**config.mk**
```make
export PLATFORM = sky130hd
export DESIGN_NAME = t09_ssscan
export DESIGN_NICKNAME = d
export VERILOG_FILES = /design/src/rtl/t09_ssscan.sv
export SDC_FILE = /design/constraint.sdc
export NUM_CORES = 1
export LEC_CHECK = 0
export CAP_MARGIN = 40
export CORE_MARGIN = 4
export CORE_UTILIZATION = 30
export CTS_BUF_LIST = sky130_fd_sc_hd__clkbuf_2
export DETAILED_ROUTE_END_ITERATION = 8
export REMOVE_ABC_BUFFERS = 1
export SLEW_MARGIN = 10
export SYNTH_ARGS = -nofsm -noshare
export SYNTH_HDL_FRONTEND = slang
export SYNTH_SLANG_ARGS = --single-unit
```
**constraint.sdc**
```tcl
create_clock -name clk -period 4.2 [get_ports clk]
set_input_delay 0.84 -clock clk [delete_from_list [all_inputs] [get_ports clk]]
set_output_delay 0.84 -clock clk [all_outputs]
set_load 0.02 [all_outputs]
```
**src/rtl/t09_ssscan.sv**
```systemverilog
// Eight-digit multiplexed hex display scanner with double-buffered load.
// Optional leading-zero blanking is enabled by defining T09_SSSCAN_LZB_EN.
module t09_ssscan #(
    parameter int unsigned DIV = 1000
) (
    input  logic        clk,
    input  logic        rst,
    input  logic [31:0] value_i,
    input  logic        load_i,
    output logic        ready_o,
    output logic [3:0]  digit_o,
    output logic        dig_en_o,
    output logic [7:0]  an_o,
    output logic        frame_o
);

    localparam logic [15:0] LAST = 16'(DIV - 1);

    logic [15:0] cnt_q, cnt_d;
    logic [2:0]  idx_q, idx_d;
    logic [31:0] disp_q, disp_d;
    logic [31:0] pend_q, pend_d;
    logic        pvld_q, pvld_d;
    logic        frame_q, frame_d;
    logic        tick, wrap, accept;

    always_comb begin
        tick    = (cnt_q == LAST);
        wrap    = tick && (idx_q == 3'd7);
        accept  = load_i && !pvld_q;
        cnt_d   = tick ? 16'd0 : 16'(cnt_q + 16'd1);
        idx_d   = tick ? 3'(idx_q + 3'd1) : idx_q;
        disp_d  = disp_q;
        pend_d  = pend_q;
        pvld_d  = pvld_q;
        frame_d = wrap;
        // The copy uses the old pend, so a load on the wrap waits a frame.
        if (wrap && pvld_q) begin
            disp_d = pend_q;
            pvld_d = 1'b0;
        end
        if (accept) begin
            pend_d = value_i;
            pvld_d = 1'b1;
        end
    end

    always_ff @(posedge clk) begin
        if (rst) begin
            cnt_q   <= '0;
            idx_q   <= '0;
            disp_q  <= '0;
            pend_q  <= '0;
            pvld_q  <= 1'b0;
            frame_q <= 1'b0;
        end else begin
            cnt_q   <= cnt_d;
            idx_q   <= idx_d;
            disp_q  <= disp_d;
            pend_q  <= pend_d;
            pvld_q  <= pvld_d;
            frame_q <= frame_d;
        end
    end

    always_comb begin
        ready_o = !pvld_q;
        an_o    = (cnt_q == 16'd0) ? 8'h00 : (8'h01 << idx_q);
        digit_o = disp_q[4*idx_q +: 4];
        frame_o = frame_q;
    end

`ifdef T09_SSSCAN_LZB_EN
    logic [7:0] nz;

    always_comb begin
        for (int i = 0; i < 8; i++) begin
            nz[i] = |disp_q[4*i +: 4];
        end
        dig_en_o = (idx_q == 3'd0) || (|(nz >> idx_q));
    end
`else
    assign dig_en_o = 1'b1;
`endif

endmodule
```
## Yosys cells after proc, flatten, opt, wreduce, memory -nomap -nowiden

Index checks and enable logic that the tools add are counted.

| word-level totals | value |
|---|---|
| memory bits (read-only) | 0 |
| bits in registers | 85 |
| memories | 0 |
| output and inout port bits | 15 |
| bits in latches | 0 |
| memory bits (writable) | 0 |
| input bits | 35 |

| cells by class | value |
|---|---|
| divide/modulo/power cells | 0 |
| add/sub/neg operators | 2 |
| bitwise operators | 0 |
| mux-type cells | 3 |
| reductions and logical operators | 7 |
| eq/ne operators | 2 |
| shift-type cells | 2 |
| $mul | 0 |
| $lt $le $gt $ge | 0 |

Operators by type and width:

| cell | number |
|---|---|
| 32-bit by 6-bit indexed part select with 4-bit output | 1 |
| 16-bit by 1-bit adder with 16-bit output, second input constant | 1 |
| 16-bit by 10-bit equality test with 1-bit output, second input constant | 1 |
| 16-bit zero test | 1 |
| 8-bit two-way mux | 1 |
| 1-bit by 3-bit left shift with 8-bit output, first input constant | 1 |
| 3-bit by 1-bit adder with 3-bit output, second input constant | 1 |
| 3-bit equality test, second input constant | 1 |
| 1-bit logical AND | 3 |
| 1-bit two-way mux | 2 |
| 2-bit nonzero test | 1 |
| 2-bit OR reduction | 1 |
| 1-bit zero test | 1 |

## Logic depth before layout (Yosys ltp)

Gate-level depths: netlist (run 1).

| depth | value |
|---|---|
| depth after elaboration | 5 |
| mapped depth | 7 |
| gate-level depth less buffers | 5 |

## Worst setup path after synthesis (run 1)

OpenSTA, ideal clock, no wires.

| timing path | value |
|---|---|
| kind | flip-flop to output port |
| from | register idx_q[0] |
| to | output digit_o[0] |
| required time | 3.360 ns |
| path buffers | 1 |
| cell stages (with the launch flop) | 5 |
| arrival time | 1.547 ns |
| setup slack | 1.813 ns |
| path through | dfxtp_1 clkbuf_1 mux4_2 nand2_1 nand2_1 |

| on the way | value |
|---|---|
| longest elaborated chain between the ends | 1 |

Ends and longest elaborated chain:

| element | RTL line | text |
|---|---|---|
| start: declaration | 20 | `logic [2:0] idx_q, idx_d;` |
| start signal: assignment | 58 | `idx_q <= idx_d;` |
| 32-bit by 6-bit indexed part select with 4-bit output | 69 | `digit_o = disp_q[4*idx_q +: 4];` |
| end: declaration | 11 | `output logic [3:0] digit_o,` |

Every way passes these cells.

## Worst setup path in the final report (run 1)

| timing path | value |
|---|---|
| from | register idx_q[0] |
| to | output digit_o[3] |

The elaborated chain is that of the path after synthesis.

==> metrics.md, run 1 <==
| Metric | Value |
|---|---|
| Final setup viols | 0 |
| Layout cells sized above 1 | 0.0773 |
| Slew Viols, Final | 0 |
| CP top delay family | flip-flops |
| CTS tree | yes |
| Minimum clock period | approximately 3.4 ns |
| Total grt overflow | 0 |
| CP Data Arrival Time | 2.58 ns |
| Crit path cell chain | mux4_2 > nand2_1 > nand2_1 > clkdlybuf4s50_1 |
| Max Root-Sink Buffers | 2 |
| Largest net degree at the start of global routing | 53 |
| First-pass GRT wire length | around 13 mm |
| PwrDens | between 300 and 400 mW/mm^2 |
| Top post-synthesis cells by area | dfxtp_1 (44%), nand2b_1 (10%), mux2i_1 (8.6%) |
| All-Layer GR Usage | 0.111 |
| Clk sinks | between 80 and 90 |
| Mapped Cells | between 400 and 500 |
| Crit path buf inv count | 1 |
| Hold WC Path Type | flop to flop |
| Avg Cell Area, Syn | 9.06 um^2 |
| Die Ht | between 100 and 150 um |
| Count of input and output buffers | 48 |
| Final setup TNS | 0 ns |
| P&R area growth vs syn | 19.7% |
| # nets final | 504 |
| Htree depth | 3 |
| WS Path Type | flop to primary output |
| Critical Path End Type | primary output |
| Distinct cells, synth | 31 |
| Overall power | about 1.5 mW |
| Vias | 2839 |
| Die area | 0.0147 mm^2 |
| Max Freq | 293 MHz |
| Cell Count, Final, Fillers Out | between 600 and 700 |
| Fin crit share | 0.814 |
| Initial Util | 0.305 |
| Num CTS Buffers | 9 |
| Initial DRC Count | between 150 and 200 |
| # rows | between 40 and 50 |
| Skew final | around 0.027 ns |
| CP max FO | 12 |
| WL/cell | between 10 and 15 um |
| Hold Vio Cnt, Final | 0 |
| Seq/Total Area, Yosys | 0.442 |
| HP Start | pend_q[30]$_SDFFE_PP0P_ |
| Clock transition at path regs | about 0.22 ns |
| Routed WL | about 7.7 mm |
| Hold Buf Count CTS | 0 |
| Critical path required time | 3.36 ns |
| Residual DRC count | 0 |
| Final worst slack | a little under 0.8 ns |
| Placed cell count | ~620 |
| Routability cong. | around 0.79 |
| Slowest stage delay, CP | 0.79 ns |
| FF-to-FF Start | cnt_q[3]$_SDFF_PP0_ |
| Initial antenna violation count | 1 |
| Dpl hpwl | 5.57 mm |
| Worst-margin pin slew | approximately 0.65 ns |
| Die W | around 120 um |
| CTS resizes | 0 |
| CTS root buffer | clkbuf_2 |
| Leak pwr | approximately 1.6 nW |
| Slowest stage cell, crit path | dfxtp_1 |
| Pre-antenna DRT Iters | 4 |
| Antenna-violating nets left | 0 |
| Pre-CTS setup slack | about 1.3 ns |
| Area leader, netlist | dfxtp_1 |
| Maximum capacitance violations | 0 |
| Final hold slack | 0.475 ns |
| Core Box Area | 0.0126 mm^2 |
| Critical path startpoint category | flop |
| Post-Synthesis Cell Area | between 0.003 and 0.004 mm^2 |
| Flops & latches, synth | 85 |
| Top cell type's share of synthesized area | 0.442 |
| Peak supply drop | roughly 0.14 mV |
| Vias in the first global route | 2845 |
| Critical Path Source | idx_q[0]$_SDFFE_PP0P_ |
| RSZ-0062 raised after global routing | false |
| Status | complete, no violations |
| Worst skew pair latency | between 0.5 and 0.6 ns |
| Boundary pin count | 50 |
| Slew headroom | 0.566 |
| Synth warn | 0 |
| Avg Vias per Cell | approximately 4.4 |
| Post-CTS setup buffers | 0 |
| CP most frequent cell | nand2_1 |
## where the power goes
part / switching, mW / leakage (nW) / total [mW] / internal, mW
Sequential: 0.0121 / 0.690 / 0.841 / 0.829
Combinational: 0.0559 / 0.781 / 0.120 / 0.0642
Clock: 0.280 / 0.0921 / 0.539 / 0.259
Total: 0.348 / 1.56 / 1.50 / 1.15
## cell families (layout without fill, tap and decap cells)
family,Yosys count,in the layout,share of synthesized area
DFF,85,85,0.442
xor gates and xnor gates,15,15,0.0341
and+or+nand+nor,205,205,0.269
AOI/OAI and AO/OA,33,33,0.0435
buffers and inverters,37,78,0.0526
other,1,2,0.000973
adders and majority gates,8,8,0.0260
muxes,41,41,0.133
## area by class of cell
class                           instances  area [um^2]
Multi-Input combinational cell        303         1950
Sequential cell                        85         1700
Clock inverter                          6          111
Antenna cell                            1         2.50
Inverter                                9         33.8
Tap cell                              172          215
Fill cell                            1341         8010
Timing Repair Buffer                   53          546
Clock buffer                           10         50.0
## per-layer routing
layer,GRT usage,routed length (um)
met3,0.0340,307
met1,0.135,3430
met2,0.188,3840
met5,0,0
met4,0.0364,87
## cells in the final DEF, fill, tap and decap left out, types with 2 or more instances in the layout
| cell type | n |
|---|---|
| dfxtp_1 | 85 |
| nand2_1 | 81 |
| nand2b_1 | 64 |
| clkdlybuf4s50_1 | 47 |
| mux2i_1 | 33 |
| a21oi_1 | 32 |
| nor2_1 | 23 |
| xnor2_1 | 13 |
| clkbuf_2 | 10 |
| inv_1 | 9 |
| mux4_2 | 8 |
| ha_1 | 8 |
| nor3_1 | 6 |
| nand3_1 | 6 |
| and3_1 | 6 |
| nor4_1 | 5 |
| nand4_1 | 4 |
| bufinv_16 | 3 |
| buf_4 | 3 |
| and2_1 | 2 |
| xor2_1 | 2 |
## worst register-to-register path: stages (launching register included)
cell,delay [ns]
dfxtp_1,0.42
or4_4,0.56
nor4_4,0.50
and3_2,0.58
buf_12,0.26
mux2i_1,0.22
## flip-flops by register name (all words and copies together), names as in the netlist
signal and flops:
idx_q 3, pend_q 32, cnt_q 16, pvld_q 1, frame_o 1, disp_q 32
## stage by stage
stage	utilization	instance area, um^2
finish	0.365	4610
global route	0.365	4610
CTS	0.365	4610
detailed placement	0.352	4450
global placement	0.349	4400
floorplan	-	3680
## cells in the mapped netlist (all sizes together)
cell,n
dfxtp,85
nand2,81
nand2b,64
mux2i,33
a21oi,32
nor2,23
clkbuf,21
xnor2,13
inv,9
ha,8
mux4,8
and3,7
buf,7
nand3,6
nor3,6
nor4,6
nand4,4
and2,2
or4,2
xor2,2
a211oi,1
and3b,1
conb,1
nor2b,1
nor4b,1
or2,1
## final timing paths
| kind | cells after the start | endpoint | slack (ns) |
|---|---|---|---|
| setup / recovery | 4 | digit_o[3] | 0.78 |
| hold / removal | 2 | pend_q[30]$_SDFFE_PP0P_ | 0.48 |
| setup reg to reg | 5 | disp_q[10]$_SDFFE_PP0P_ | 1.60 |
| hold reg to reg | 2 | pend_q[30]$_SDFFE_PP0P_ | 0.48 |
(Power assumes the default switching activity.)
==> run 2: changes to the inputs <==
==> constraint.sdc (replaced) <==
create_clock -name clk -period 2.8 [get_ports clk]
set_input_delay 0.56 -clock clk [delete_from_list [all_inputs] [get_ports clk]]
set_output_delay 0.56 -clock clk [all_outputs]
set_load 0.02 [all_outputs]
==> run 2 against run 1 <==
  * Clock-buffer cell count rose by 1
  * Sequential power up 50%
  * Worst setup slack got worse by 0.68 ns
  * Global-route usage is 0.25 points lower
  * Hold slack got worse by 0.032 ns
  * First-iteration DRC count decreased by 34%
==> metrics.md, run 2 (same netlist as run 1, synthesis figures left out) <==
| Metric | Value |
|---|---|
| Status | complete, no violations |
| Cell Count, Final, Fillers Out | around 640 |
| FF-to-FF Start | cnt_q[3]$_SDFF_PP0_ |
| All-Layer GR Usage | 0.109 |
| Largest net degree at the start of global routing | 65 |
| Vias | between 2000 and 3000 |
| Initial antenna violation count | 0 |
| Total grt overflow | 0 |
| Final worst slack | about 0.11 ns |
| Hold WC Path Type | input pin to flop |
| Antenna-violating nets left | 0 |
| # rows | a little over 40 |
| Core Box Area | roughly 0.013 mm^2 |
| Residual DRC count | 0 |
| Dpl hpwl | around 5.2 mm |
| Hold path cells | 2 |
| Boundary pin count | 50 |
| Pre-CTS setup slack | around 0.21 ns |
| Util after Layout | 0.363 |
| Slowest stage delay, CP | 0.55 ns |
| HP Start | rst |
| Avg Vias per Cell | ~4.4 |
| Critical path required time | 2.24 ns |
| Final setup TNS | 0 ns |
| Num CTS Buffers | 9 |
| Hold endpoint | pend_q[25]$_SDFFE_PP0P_ |
| Fin crit share | 0.962 |
| Die Ht | 121 um |
| Slew Viols, Final | 0 |
| Initial Util | 0.305 |
| CP max FO | 8 |
| Critical Path End Type | primary output |
| Skew final | between 0.02 and 0.03 ns |
| Die area | 0.0147 mm^2 |
| Htree depth | 3 |
| Routed WL | between 7 and 8 mm |
| Pre-antenna DRT Iters | 4 |
| Count of input and output buffers | between 40 and 50 |
| Minimum clock period | ~2.7 ns |
| P&R area growth vs syn | 19.1% |
| Die W | 121 um |
| Layout cells sized above 1 | 0.123 |
| Final hold slack | 0.443 ns |
| # nets final | 510 |
| Slowest stage cell, crit path | or4_4 |
| Critical path startpoint category | flop |
| Highest-count cells in the layout ignoring fill and taps | nand2_1 (81), dfxtp_1 (81), nand2b_1 (64) |
| Hold Vio Cnt, Final | 0 |
| Reg-to-Reg End | disp_q[9]$_SDFFE_PP0P_ |
| Final setup viols | 0 |
| Clk sinks | 85 |
| Maximum capacitance violations | 0 |
| Largest registers | disp_q (32), pend_q (32), cnt_q (16) |
| Inserted Diodes | 0 |
| Worst skew pair latency | between 0.5 and 0.6 ns |
| Max Root-Sink Buffers | 2 |
| CTS root buffer | clkbuf_2 |
| CP Data Arrival Time | between 2 and 2.5 ns |
| CTS tree | yes |
| Peak supply drop | approximately 0.16 mV |
| Initial DRC Count | between 100 and 150 |
| Reg2Reg Depth | 6 |
| Leak pwr | 1.60 nW |
| Placed cell count | between 600 and 700 |
| First-pass GRT wire length | 13.0 mm |
| WS Path Type | flop to primary output |
| Clock transition at path regs | approximately 0.22 ns |
| Crit path cell chain | or4_4 > nor2_4 > nand3_4 > and3_4 > clkdlybuf4s15_2 |
| Hold Buf Count CTS | 0 |
| Routability cong. | just over 0.7 |
| Max Freq | between 300 and 400 MHz |
| Vias in the first global route | around 2900 |
| PwrDens | ~420 mW/mm^2 |
| Reg2Reg Setup Slack | around 0.6 ns |
| RSZ-0062 raised after global routing | true |
| WL/cell | roughly 12 um |
[run 2: what timing repair did]
action | CTS | global route
gates cloned | 0 | 0
setup endpoints to repair | 12 | 10
gates resized for setup | 35 | 16
pin swaps | 4 | 1
buffers inserted | 1 | 1
[run 2: where the power goes]
part | internal [mW] | total (mW) | switching, mW | leakage [nW]
registers | 1.24 | 1.26 | 0.0178 | 0.693
logic | 0.0946 | 0.179 | 0.0846 | 0.850
clock network | 0.117 | 0.505 | 0.389 | 0.0530
total | 1.45 | 1.94 | 0.491 | 1.60
[run 2: per-layer routing]
layer / up-vias / GRT usage / part of all wire
li1: 1475 / - / -
met1: 1328 / 0.129 / 0.46
met2: 52 / 0.185 / 0.47
met3: 10 / 0.0350 / 0.044
met4: 0 / 0.0371 / 0.021
met5: - / 0 / 0
[run 2: worst max-delay path by stage]
stage	cells past startpoint	from	slack (ns)	end
global route	5	cnt_q[3]$_SDFF_PP0_	-0.02	an_o[4]
floorplan	4	cnt_q[10]$_SDFF_PP0_	-0.08	disp_q[0]$_SDFFE_PP0P_
CTS	5	cnt_q[10]$_SDFF_PP0_	-0.02	an_o[4]
detailed placement	5	cnt_q[10]$_SDFF_PP0_	0.21	an_o[2]
finish	5	cnt_q[3]$_SDFF_PP0_	0.11	an_o[4]
global placement	5	cnt_q[10]$_SDFF_PP0_	0.25	an_o[5]
[run 2: critical path: cells and delay by family (launching register included)]
family	cells	cell delay (ns)
buffers and inverters	1	0.24
flip-flops	1	0.41
AND/OR/NAND/NOR	4	0.98
[run 2: through the flow]
step                      power, mW  area, um^2
after global routing           2.04        4590
after floorplan                1.37        3680
after global placement         1.46        4470
final                          1.94        4590
after detailed placement       1.47        4470
after CTS                      1.98        4580
[run 2: final cells by class]
type | instances | area (um^2)
Clock buffer | 11 | 55.1
Clock inverter | 5 | 27.5
Fill cell | 1356 | 8030
Inverter | 9 | 33.8
Multi-Input combinational cell | 303 | 1990
Sequential cell | 85 | 1710
Tap cell | 172 | 215
Timing Repair Buffer | 59 | 552
==> run 3: changes to the inputs <==
--- a/config.mk
+++ b/config.mk
@@ -6,11 +6,15 @@
 export NUM_CORES = 1
 export LEC_CHECK = 0
 export CAP_MARGIN = 40
+export CELL_PAD_IN_SITES_DETAIL_PLACEMENT = 1
+export CELL_PAD_IN_SITES_GLOBAL_PLACEMENT = 2
 export CORE_MARGIN = 4
 export CORE_UTILIZATION = 30
 export CTS_BUF_LIST = sky130_fd_sc_hd__clkbuf_2
 export DETAILED_ROUTE_END_ITERATION = 8
+export PLACE_DENSITY_LB_ADDON = 0.1
 export REMOVE_ABC_BUFFERS = 1
+export SKIP_LAST_GASP = 1
 export SLEW_MARGIN = 10
 export SYNTH_ARGS = -nofsm -noshare
 export SYNTH_HDL_FRONTEND = slang
==> run 3 against run 2 <==
  * Register-to-register slack improved by 0.03 ns
  * Hold slack improved by 0.027 ns
  * Die area unchanged
  * Clock power is 22% higher
  * Largest cell class unchanged
  * Routed wire length rose by 19%
  * Largest power group unchanged
==> metrics.md, run 3 (same netlist as run 1, synthesis figures left out) <==
| Metric | Value |
|---|---|
| Antenna-violating nets left | 0 |
| Peak supply drop | about 0.19 mV |
| Maximum capacitance violations | 0 |
| Critical path required time | 2.24 ns |
| Dpl hpwl | between 6 and 7 mm |
| Clk sinks | 85 |
| Max Root-Sink Buffers | 2 |
| Cell Count, Final, Fillers Out | 650 |
| PwrDens | approximately 450 mW/mm^2 |
| WS Path Type | flop to primary output |
| Sequential group share of total power | 0.611 |
| Critical Path End Type | primary output |
| Pre-antenna DRT Iters | 4 |
| Hold Buf Count CTS | 0 |
| Switch share | 0.257 |
| Htree depth | 3 |
| Pint | 1.53 mW |
| Net switching power | approximately 0.53 mW |
| Count of input and output buffers | between 40 and 50 |
| Slowest stage cell, crit path | mux4_2 |
| WL/cell | 13.7 um |
| Fin crit share | 0.951 |
| Total grt overflow | 0 |
| Avg Vias per Cell | 4.54 |
| Slew Viols, Final | 0 |
| Critical Path Source | idx_q[0]$_SDFFE_PP0P_ |
| Routed WL | 8.92 mm |
| Reg2Reg Depth | 5 |
| All-Layer GR Usage | 0.132 |
| Largest net degree at the start of global routing | 40 |
| CP most frequent cell | nand2_1 |
| Clk network pwr share | 0.298 |
| Worst-margin pin slew | slightly below 0.6 ns |
| # fillers | about 1500 |
| CP Data Arrival Time | ~2.1 ns |
| CTS root buffer | clkbuf_2 |
| Initial Util | 0.305 |
| Vias | between 2000 and 3000 |
| Die W | ~120 um |
| Routability cong. | between 0.6 and 0.7 |
| Post-route design area | around 0.0046 mm^2 |
| Combinational power share | 0.092 |
| Vias in the first global route | between 3000 and 4000 |
| CTS tree | yes |
| Status | complete, no violations |
| Hold Vio Cnt, Final | 0 |
| P&R area growth vs syn | 20.3% |
| CP max FO | 5 |
| First-pass GRT wire length | between 15 and 20 mm |
| # nets final | between 500 and 600 |
| Initial antenna violation count | 0 |
| Final setup viols | 0 |
| RSZ-0062 raised after global routing | false |
| Layout cells sized above 1 | 0.136 |
| Placed cell area | 0.00450 mm^2 |
| Placed cell count | 631 |
| Slew headroom | 0.613 |
| Hold WC Path Type | flop to flop |
| Num CTS Buffers | 9 |
| Clock transition at path regs | 0.20 ns |
| Worst skew pair latency | 0.56 ns |
| Skew final | ~0.021 ns |
| Die Ht | approximately 120 um |
| Highest-count cells in the layout ignoring fill and taps | nand2_1 (81), dfxtp_1 (80), nand2b_1 (64) |
| Crit path cell chain | buf_4 > mux4_2 > nand2_1 > nand2_1 > clkdlybuf4s15_1 |
| Core Box Area | around 0.013 mm^2 |
| FF-to-FF Start | cnt_q[10]$_SDFF_PP0_ |
| Reg2Reg Setup Slack | approximately 0.63 ns |
| Initial DRC Count | ~120 |
| Max Freq | 375 MHz |
| Reg-to-Reg End | disp_q[4]$_SDFFE_PP0P_ |
| Critical path startpoint category | flop |
| Boundary pin count | 50 |
| Slowest stage delay, CP | ~0.5 ns |
| End of the critical path | digit_o[1] |
| Residual DRC count | 0 |
| Minimum clock period | roughly 2.7 ns |
| # rows | 41 |
| Largest registers | disp_q (32), pend_q (32), cnt_q (16) |
| Commonest non-fill, non-tap cell in the layout | nand2_1 |
| Die area | about 0.015 mm^2 |
| Leak pwr | between 1.5 and 2 nW |
| Inserted Diodes | 0 |
-- run 3: area by class of cell --
type / instances / area [um^2] / area share
clock buffers: 9 / 45.0 / 0.00972
clock inverters: 7 / 56.3 / 0.0122
inverters: 9 / 33.8 / 0.00729
multi-input cells: 303 / 2000 / 0.431
flip-flops and latches: 85 / 1710 / 0.370
well taps: 172 / 215 / 0.0464
repair buffers: 65 / 573 / 0.124
-- run 3: worst min-delay path by stage --
stage	start	endpoint	slack, ns	cells past startpoint
after CTS	value_i[27]	pend_q[27]$_SDFFE_PP0P_	0.42	3
final	pend_q[13]$_SDFFE_PP0P_	pend_q[13]$_SDFFE_PP0P_	0.47	2
after floorplan	cnt_q[0]$_SDFF_PP0_	cnt_q[0]$_SDFF_PP0_	0.43	1
after detailed placement	pend_q[21]$_SDFFE_PP0P_	pend_q[21]$_SDFFE_PP0P_	0.45	2
after global routing	value_i[27]	pend_q[27]$_SDFFE_PP0P_	0.43	3
after global placement	cnt_q[0]$_SDFF_PP0_	cnt_q[0]$_SDFF_PP0_	0.44	1
-- run 3: power groups by stage --
stage               logic (mW)  clock network, mW  registers (mW)
floorplan               0.0849                  0            1.28
global placement         0.188                  0            1.28
detailed placement       0.190                  0            1.29
CTS                      0.190              0.668            1.26
global route             0.215              0.708            1.27
finish                   0.189              0.614            1.26
-- run 3: repair_timing --
action	4_1_cts	5_1_grt
pin swaps	8	0
setup buffers	2	1
gates resized for setup	46	8
endpoints found under the setup margin	12	11
-- run 3: worst max-delay path: cells and delay by family (launching register included) --
family	cells	cell delay, ns
AND/OR/NAND/NOR	2	0.19
buffers and inverters	2	0.46
multiplexers	1	0.50
flip-flops	1	0.40
-- run 3: layer usage --
| layer | global-route usage | routed length (um) | vias up |
|---|---|---|---|
| li1 | - | - | 1484 |
| met1 | 0.175 | 4380 | 1409 |
| met2 | 0.204 | 4100 | 43 |
| met3 | 0.0247 | 242 | 13 |
| met4 | 0.0651 | 205 | 0 |
| met5 | 0 | 0 | - |
-- run 3: through the flow --
step            util  hold slack [ns]  setup TNS [ns]  total power [mW]  worst slack, ns
2_1_floorplan      -            0.430           -2.54              1.37          -0.0793
3_3_place_gp   0.356            0.444               0              1.47            0.260
3_5_place_dp   0.356            0.453               0              1.48            0.205
4_1_cts        0.365            0.417         -0.0690              2.12          -0.0690
5_1_grt        0.367            0.434               0              2.19          0.00115
6_report       0.367            0.470               0              2.06            0.137
